## config.mk

```make
export PLATFORM = sky130hd
export DESIGN_NAME = miner_core_msa_stream
export DESIGN_NICKNAME = d
export VERILOG_FILES = /design/src/rtl/miner_core_pkg.sv /design/src/rtl/miner_core_sigma.sv /design/src/rtl/miner_core_msa_stream.sv
export SDC_FILE = /design/constraint.sdc
export NUM_CORES = 2
export LEC_CHECK = 0
export CAP_MARGIN = 20
export CORE_UTILIZATION = 41
export CTS_CLUSTER_SIZE = 8
export DETAILED_ROUTE_END_ITERATION = 16
export DONT_BUFFER_PORTS = 1
export MAX_ROUTING_LAYER = met4
export PLACE_DENSITY_LB_ADDON = 0.08
export SETUP_SLACK_MARGIN = 0.3
export SLEW_MARGIN = 20
export SYNTH_ARGS = -nofsm -noshare
export SYNTH_HDL_FRONTEND = slang
export SYNTH_SLANG_ARGS = --single-unit
```

## constraint.sdc

```tcl
create_clock -name clk -period 14.11 [get_ports clk]
set_clock_uncertainty 0.05 [all_clocks]
set_input_delay 0.7055 -clock clk [delete_from_list [all_inputs] [get_ports clk]]
set_output_delay 0.7055 -clock clk [all_outputs]
set_load 0.1 [all_outputs]
```

## src/rtl/miner_core_pkg.sv

```systemverilog
// miner_core_pkg
//   Shared constants and types for the message-schedule stream:
//   - word widths and round counts for the SHA-256 and SHA-512 schedules
//   - rotate/shift amounts of the small sigma0/sigma1 functions
//   - the schedule FSM state type
package miner_core_pkg;

   localparam int SHA256_WORD_W = 32;
   localparam int SHA256_ROUNDS = 64;
   localparam int SHA512_WORD_W = 64;
   localparam int SHA512_ROUNDS = 80;

   // Round index width: holds every t for both schedules (0..79).
   localparam int IDX_W     = 7;
   // Sliding window depth: W[t] only depends on the previous 16 words.
   localparam int WIN_DEPTH = 16;

   // SHA-256 small sigma: s0 = ROTR7^ROTR18^SHR3, s1 = ROTR17^ROTR19^SHR10
   localparam int SHA256_S0_ROT_A = 7;
   localparam int SHA256_S0_ROT_B = 18;
   localparam int SHA256_S0_SHR   = 3;
   localparam int SHA256_S1_ROT_A = 17;
   localparam int SHA256_S1_ROT_B = 19;
   localparam int SHA256_S1_SHR   = 10;

   // SHA-512 small sigma: s0 = ROTR1^ROTR8^SHR7, s1 = ROTR19^ROTR61^SHR6
   localparam int SHA512_S0_ROT_A = 1;
   localparam int SHA512_S0_ROT_B = 8;
   localparam int SHA512_S0_SHR   = 7;
   localparam int SHA512_S1_ROT_A = 19;
   localparam int SHA512_S1_ROT_B = 61;
   localparam int SHA512_S1_SHR   = 6;

   typedef enum logic {
      ST_IDLE = 1'b0,
      ST_RUN  = 1'b1
   } state_t;

endpackage

```

## src/rtl/miner_core_sigma.sv

```systemverilog
// miner_core_sigma
//   Combinational small sigma functions of the message schedule.
//   Ports:
//     x_lo  in   WORD_W  operand of sigma0 (the older word, window slot 1)
//     x_hi  in   WORD_W  operand of sigma1 (the newer word, window slot 14)
//     s0    out  WORD_W  sigma0(x_lo)
//     s1    out  WORD_W  sigma1(x_hi)
//   SHA512 selects the 64-bit SHA-512 variant instead of the 32-bit SHA-256 one.
module miner_core_sigma
   import miner_core_pkg::*;
#(
   parameter bit SHA512 = 1'b0,
   localparam int WORD_W = SHA512 ? SHA512_WORD_W : SHA256_WORD_W
) (
   input  logic [WORD_W-1:0] x_lo,
   input  logic [WORD_W-1:0] x_hi,
   output logic [WORD_W-1:0] s0,
   output logic [WORD_W-1:0] s1
);

   localparam int S0_A = SHA512 ? SHA512_S0_ROT_A : SHA256_S0_ROT_A;
   localparam int S0_B = SHA512 ? SHA512_S0_ROT_B : SHA256_S0_ROT_B;
   localparam int S0_S = SHA512 ? SHA512_S0_SHR   : SHA256_S0_SHR;
   localparam int S1_A = SHA512 ? SHA512_S1_ROT_A : SHA256_S1_ROT_A;
   localparam int S1_B = SHA512 ? SHA512_S1_ROT_B : SHA256_S1_ROT_B;
   localparam int S1_S = SHA512 ? SHA512_S1_SHR   : SHA256_S1_SHR;

   function automatic logic [WORD_W-1:0] rotr(input logic [WORD_W-1:0] x,
                                              input int unsigned n);
      return (x >> n) | (x << (WORD_W - n));
   endfunction

   always_comb begin
      s0 = rotr(x_lo, S0_A) ^ rotr(x_lo, S0_B) ^ (x_lo >> S0_S);
      s1 = rotr(x_hi, S1_A) ^ rotr(x_hi, S1_B) ^ (x_hi >> S1_S);
   end

endmodule

```

## src/rtl/miner_core_msa_stream.sv

```systemverilog
// miner_core_msa_stream
//   Streams the message schedule W[0..ROUNDS-1] of one 16-word block.
//   Ports:
//     clk, rst     clock, asynchronous active-high reset
//     load_valid   in   a block is offered on chunk
//     load_ready   out  idle, the offered block will be taken
//     chunk        in   16*WORD_W message block, word 0 at the MSBs
//     abort        in   synchronous cancel, wins over load and transfer
//     w_valid      out  w_data holds W[t]
//     w_ready      in   consumer takes W[t]
//     w_data       out  schedule word W[t]
//     w_idx        out  round index t
//     w_last       out  W[t] is the final word (t == ROUNDS-1)
//     state_dbg    out  current FSM state, for observation only
//
// Handshakes: a beat moves on a rising edge where valid && ready. A source
// holding valid keeps its payload stable until that edge; valid never
// depends on ready in the same cycle.
module miner_core_msa_stream
   import miner_core_pkg::*;
#(
   parameter bit SHA512 = 1'b0,
   localparam int WORD_W = SHA512 ? SHA512_WORD_W : SHA256_WORD_W,
   localparam int ROUNDS = SHA512 ? SHA512_ROUNDS : SHA256_ROUNDS
) (
   input  logic                   clk,
   input  logic                   rst,
   input  logic                   load_valid,
   output logic                   load_ready,
   input  logic [16*WORD_W-1:0]   chunk,
   input  logic                   abort,
   output logic                   w_valid,
   input  logic                   w_ready,
   output logic [WORD_W-1:0]      w_data,
   output logic [IDX_W-1:0]       w_idx,
   output logic                   w_last,
   output state_t                 state_dbg
);

   localparam logic [IDX_W-1:0] LAST_IDX   = IDX_W'(ROUNDS - 1);
   localparam logic [IDX_W-1:0] PENULT_IDX = IDX_W'(ROUNDS - 2);

   state_t             state;
   logic [WORD_W-1:0]  win [WIN_DEPTH];
   logic [IDX_W-1:0]   t;
   logic [WORD_W-1:0]  s0;
   logic [WORD_W-1:0]  s1;
   logic [WORD_W-1:0]  next_word;

   // win[0] is W[t]; win[1], win[9], win[14] are W[t+1], W[t+9], W[t+14],
   // i.e. W[t+16-15], W[t+16-7], W[t+16-2] for the word entering slot 15.
   miner_core_sigma #(.SHA512(SHA512)) u_sigma (
      .x_lo (win[1]),
      .x_hi (win[14]),
      .s0   (s0),
      .s1   (s1)
   );

   // Sum wraps at WORD_W bits, discarding carries as the hash requires.
   assign next_word = s1 + win[9] + s0 + win[0];

   // Both are direct register outputs.
   assign w_data    = win[0];
   assign w_idx     = t;
   assign state_dbg = state;

   always_ff @(posedge clk or posedge rst) begin
      if (rst) begin
         state      <= ST_IDLE;
         load_ready <= 1'b1;
         w_valid    <= 1'b0;
         w_last     <= 1'b0;
         t          <= '0;
         for (int k = 0; k < WIN_DEPTH; k++) win[k] <= '0;
      end else if (abort) begin
         state      <= ST_IDLE;
         load_ready <= 1'b1;
         w_valid    <= 1'b0;
         w_last     <= 1'b0;
      end else begin
         case (state)
            ST_IDLE: begin
               if (load_valid) begin
                  for (int k = 0; k < WIN_DEPTH; k++)
                     win[k] <= chunk[(WIN_DEPTH-1-k)*WORD_W +: WORD_W];
                  t          <= '0;
                  w_last     <= 1'b0;
                  w_valid    <= 1'b1;
                  load_ready <= 1'b0;
                  state      <= ST_RUN;
               end
            end
            ST_RUN: begin
               // w_valid is always high here, so w_ready alone means a transfer.
               if (w_ready) begin
                  for (int k = 0; k < WIN_DEPTH-1; k++) win[k] <= win[k+1];
                  win[WIN_DEPTH-1] <= next_word;
                  t      <= t + 7'd1;
                  w_last <= (t == PENULT_IDX);
                  if (t == LAST_IDX) begin
                     w_valid    <= 1'b0;
                     load_ready <= 1'b1;
                     state      <= ST_IDLE;
                  end
               end
            end
            default: begin
               state      <= ST_IDLE;
               load_ready <= 1'b1;
               w_valid    <= 1'b0;
               w_last     <= 1'b0;
            end
         endcase
      end
   end

endmodule
```

# After elaboration in Yosys (flattened, before gate mapping)
# Index checks and enable logic that the tools add are counted.
[totals]
inputBits = 517
wordCells = 69
memories = 0
register_bits = 523
ram_bits = 0
romBits = 0
output_inout_bits = 43
latchBits = 0
[op_classes]
mux = 24
shift = 0
mul = 0
bitwise_logic = 10
add_sub_neg = 4
n_lt_le_gt_ge = 0
reduce_logical = 3
n_div = 0
eq_ne = 7
[op_table]
columns = ["op", "n"]
rows = [
  ["2-to-1 mux 512 bit", 2],
  ["case mux 512 bit (2 select lines)", 1],
  ["adder 32 bit", 3],
  ["bitwise XOR 32 bit", 2],
  ["bitwise OR 13 x 32 -> 32 bit", 1],
  ["bitwise OR 14 x 32 -> 32 bit", 1],
  ["bitwise OR 15 x 32 -> 32 bit", 1],
  ["bitwise OR 25 x 32 -> 32 bit", 1],
  ["bitwise XOR 32 x 22 -> 32 bit", 1],
  ["bitwise XOR 32 x 29 -> 32 bit", 1],
  ["equality test 7 x 6 -> 1 bit (second input constant)", 2],
  ["2-to-1 mux 1 bit", 14],
  ["2-to-1 mux 7 bit", 2],
  ["case mux 7 bit (2 select lines)", 1],
  ["case mux 1 bit (2 select lines)", 4],
  ["adder 7 x 1 -> 7 bit (second input constant)", 1],
  ["inequality test 3 bit (second input constant)", 2],
  ["AND reduction 3 bit", 2],
  ["inequality test 2 bit (second input constant)", 2],
  ["inequality test 3 x 2 -> 1 bit (second input constant)", 1],
  ["NOT 1 bit", 2],
  ["AND reduction 2 bit", 1],
]

# Depth between registers and ports, before layout
[logic_depth]
ltp_word = 8
depth_mapped = 16
depth_no_buf = 15

# By module
# A second synthesis with hierarchy kept.
[unflattened]
hier_cells = 2837
area_unflattened_um2 = 27908.0
[modules_own_cells]
columns = ["module", "area_each_um2", "seq_area_each_um2", "cells_per_inst", "n_inst"]
rows = [
  ["miner_core_msa_stream", 26566.7, 13088.8, 2773, 1],
  ["miner_core_sigma", 1341.3, 0.0, 64, 1],
]

# Least setup slack after synthesis
# Ideal clock, no wire load.
[synth_path]
kind = "reg-to-reg"
startpoint = "reg win[456] in the netlist's numbering"
endpoint = "reg win[29] in the netlist's numbering"
setup_time_ps = 130
path_buffers = 1
t_arrival_ps = 3874
path_stages_with_launch = 17
path_slack_ps = 10057
required_time_ps = 13930
period_less_slack_ps = 4053
path_cell_list = "dfrtp_1 > clkbuf_1 > xor2_1 > xnor2_1 > fa_1 > inv_1 > fa_1 > ha_1 > fa_1 > a21o_1 > a221oi_2 > o21ai_1 > a211o_1 > nand4_1 > nor3b_2 > xor2_1 > o21ai_1"
[synth_between]
elab_chain_len = 7
elab_cells_between_ends = 8
classes_between = "2 x add/sub; 2 x mux; 4 x bitwise"
[synth_lines]
columns = ["element", "line_no", "source"]
rows = [
  ["start, declared", "miner_core_msa_stream.sv:44", "logic [WORD_W-1:0] win [WIN_DEPTH];"],
  ["start signal, assigned by index", "miner_core_msa_stream.sv:85", "win[k] <= chunk[(WIN_DEPTH-1-k)*WORD_W +: WORD_W];"],
  ["start signal, assigned by index", "miner_core_msa_stream.sv:97", "win[WIN_DEPTH-1] <= next_word;"],
  ["bitwise OR 25 x 32 -> 32 bit or bitwise OR 14 x 32 -> 32 bit (tied branches)", "miner_core_sigma.sv:30", "return (x >> n) | (x << (WORD_W - n));"],
  ["bitwise XOR 32 bit", "miner_core_sigma.sv:34", "s0 = rotr(x_lo, S0_A) ^ rotr(x_lo, S0_B) ^ (x_lo >> S0_S);"],
  ["bitwise XOR 32 x 29 -> 32 bit *", "miner_core_sigma.sv:34", ""],
  ["adder 32 bit * (2 in a row)", "miner_core_msa_stream.sv:60", "assign next_word = s1 + win[9] + s0 + win[0];"],
  ["2-to-1 mux 512 bit *", "miner_core_msa_stream.sv:95", "if (w_ready) begin"],
  ["case mux 512 bit (2 select lines) *", "miner_core_msa_stream.sv:81", "case (state)"],
]
# Every way passes the cells marked *; elsewhere a longest branch is shown, timed or not. The select of a mux whose other input is x is not followed.
# A chain may end at the register's enable or synchronous reset.

# Worst setup path after layout
[layout_path]
startpoint = "reg win (netlist bit w_data[1])"
endpoint = "reg win[27] in the netlist's numbering"
[layout_between]
elab_chain_len = 3
[layout_lines]
columns = ["element", "line_no"]
rows = [
  ["adder 32 bit", "miner_core_msa_stream.sv:60"],
  ["2-to-1 mux 512 bit", "miner_core_msa_stream.sv:95"],
  ["case mux 512 bit (2 select lines)", "miner_core_msa_stream.sv:81"],
]
# Every way passes these cells. The select of a mux whose other input is x is not followed.

==> results.txt <==
* Top cells by count, synth: nand2_1 (761), dfrtp_1 (522), a22oi_1 (301)
* Site Rows: 94
* Number of buffers created by CTS: 75
- STA puts the critical path data required time at 14,510 ps.
* Yosys Warn Count: 0
* Number of enable-type register cells in the synthesized netlist: 0
- The floorplan step defined a die boundary enclosing 67,600 um2.
- Cts repair resizes: 0
- Along the worst hold path, the cell count comes to 1.
* Ranking of synthesized cells by area: dfrtp_1 (48%), nand2_1 (10%), a22oi_1 (8.3%)
- The initial utilization of the core area, before any placement, comes to 41.5%.
- The core region is 65,700 um2.
- Residual DRC: 0
* Depth of the worst register-to-register path: 14
* Total power: 8390 uW
- After clock tree synthesis, the clock-pin slew on the worst setup and hold paths is 50 ps.
- Dividing the final minimum period by the clock period gives 36.6%.
* Reported max-cap violation count: 0
* Via-to-Cell Ratio: 5.67
- Pre-CTS setup slack: 9000 ps
- Dividing the detail-routed wire length by the instance count gives 28.6 um.
* Share of synthesized area occupied by flip-flops and latches: 48.0%
* Final nets: 3,311
- The cell area that synthesis handed to floorplanning was 27,300 um2.
- Post-synthesis async set-or-reset flop share: 100%
- Status: finished clean
* Fraction of final layout cells sized beyond drive strength 1: 4.61%
* Highest achievable clock rate: 194 MHz
* Die extent in x: 260 um
* Final setup violation count: 0
- The clock passes through at most 3 buffers.
* Total nets after synthesis: 3,471
* Slew at the pin with the worst max-slew slack: 1320 ps
- Across all layers, the routed design uses 20.4k vias.
- Setup repair after global routing left no endpoint under its margin.
- For the worst setup path, the data arrival time is 5570 ps.
- Post-synth top area cell: dfrtp_1
- Final count of hold timing violations: 0
- CTS tree: done
* Total Routing Usage GR: 31.0%
* Initial antenna violation count: 13
* Area growth syn-to-layout: 8.34%
- First-pass GRT wire length: 146 mm
* Finished Layout Cells: 3,593
- Chip height: 260 um
- Source-to-sink clock delay at the later pin of the worst-skew pair: 630 ps
- The first detailed-routing pass ran for 6 iterations.
- The count of nets left with antenna violations once routing finished came out at 0.
* Via count of the first global-routing pass: 20.6k
* Maximum number of pins on one net before global-route repair: 266
- Most frequent cell after synthesis: nand2_1
- Adding up every negative setup slack in the final design gives 0 ps.
* Number of buffers inserted by post-CTS setup repair: 0
- The tightest hold path in the finished design has a slack of 90.6 ps.
- Total congestion overflow: 0
- Counting I/O delays and the setup requirement, the final critical path takes 5160 ps.
* Cell chosen for the clock root: clkbuf_16
- Total half-perimeter wirelength after legalization and detailed placement: 77.0 mm
* Number of placed cells counting well taps: 3,486
- Leakage component of the power: 0.0140 uW
* # clock sinks: 523
- 560 I/O pins were placed.
- The worst setup path is launched from a flop.
- Post-CTS Hold Buffers: 0
* CP Max Fanout: 5
- Maximum ir drop on the vdd rail: 0.217 mV
- The path class of the tightest hold or removal check is input pin to flop.
- Yosys mapped the design onto 58 distinct sky130hd cell types.
* Filler Cell Count: 6,336
- Worst setup path category: flop to flop
- Slack of the critical path: 8950 ps
- After synthesis the netlist holds a flip-flop and latch count of 523.
- The top cell type by area accounts for 47.9% of the synthesized area.
- The first routing iteration left 2,010 violations.
* Kind of capture point of the worst setup path: flop
* Final Slew Violations: 0
- After technology mapping, the gate count stands at 2,859.
* Areal power density over the cells: 284 nW/um2
- During placement, the flow inserted port buffers numbering 0.
- The most used flip-flop cell after synthesis is dfrtp_1.
- The worst pin sits at a relative slew slack of 11.8%.
* H-Tree Level Count: 3
- Avg Inst Size Synth: 9.54 um2
* WL final: 103 mm
- Gpl congestion: 0.928
-- layer usage --
layer | GRT usage [%] | vias to the layer above | share of wire, %
li1 | - | 9303 | -
met4 | 6.44 | 0 | 1.8
met2 | 48.5 | 710 | 48
met3 | 8.08 | 109 | 7.8
met1 | 40.4 | 10256 | 43
met5 | - | - | 0
-- cells by family (layout without fill, tap and decap cells) --
group / count (synthesis) / count (layout) / synth area share, %
flops: 523 / 523 / 48.0
fa+ha+maj: 95 / 95 / 6.06
mux: 191 / 191 / 7.01
buf+inv: 382 / 236 / 5.94
compound gates: 664 / 664 / 15.7
simple gates: 853 / 853 / 12.5
xor+xnor: 151 / 151 / 4.85
other cells: 0 / 16 / 0
-- final timing paths --
path	to	slack, ps	startpoint
max	win[27]$_DFFE_PP0P_	8950	w_data[1]$_DFFE_PP0P_
min in group asynchronous	win[107]$_DFFE_PP0P_	110	rst
min reg2reg	win[434]$_DFFE_PP0P_	420	win[434]$_DFFE_PP0P_
max in group asynchronous	w_data[10]$_DFFE_PP0P_	10800	rst
min	w_valid$_DFFE_PP0P_	90	abort
max reg2reg	win[27]$_DFFE_PP0P_	8950	w_data[1]$_DFFE_PP0P_
-- critical path, cell delays in order, from the launching register on --
cell and delay [ps]:
dfrtp_1 1050, inv_1 160, fa_1 580, inv_1 50, fa_1 440, ha_1 230
fa_1 460, a21o_1 220, a221oi_2 320, o21ai_1 250, o21ai_1 400, o21ai_0 220
a21boi_0 280, xor2_1 180, o21ai_0 90
-- cell usage in the layout (no fill, tap or decap), types with 62 or more instances in the layout --
cell       instances
a22oi_1          301
inv_1            121
xnor2_1           80
fa_1              62
xor2_1            71
clkbuf_16         76
nand2_1          760
mux2i_1          191
dfrtp_1          520
o21ai_0          252
-- per-stage QoR --
step / instance area [um2] / utilization (%)
CTS: 29500 / 44.9
floorplan: 27300 / -
detailed placement: 27500 / 41.8
finish: 29600 / 45.0
global route: 29600 / 44.9
global placement: 27500 / 41.8
-- sequential cells by signal (all words and copies together), names as in the netlist --
name,flops
win,480
w_data,32
w_idx,7
load_ready,1
state_dbg,1
w_last,1
w_valid,1
-- area by class of cell --
type / instances / area, um2 / area share [%]
inverter: 122 / 462 / 1.56
clock buffer: 85 / 1950 / 6.58
timing repair buffer: 23 / 239 / 0.808
clock inverter: 6 / 108 / 0.364
multi-input combinational: 1954 / 12600 / 42.6
sequential: 523 / 13100 / 44.3
tap: 864 / 1080 / 3.66
antenna: 16 / 40.0 / 0.135
-- power breakdown --
part	internal [uW]	total (uW)	leakage, uW	switching (uW)
Sequential	1830	2340	0.00653	511
Combinational	1620	4390	0.00648	2780
Clock	969	1650	0.00100	684
No activity file was read; power rests on OpenSTA's default activity.
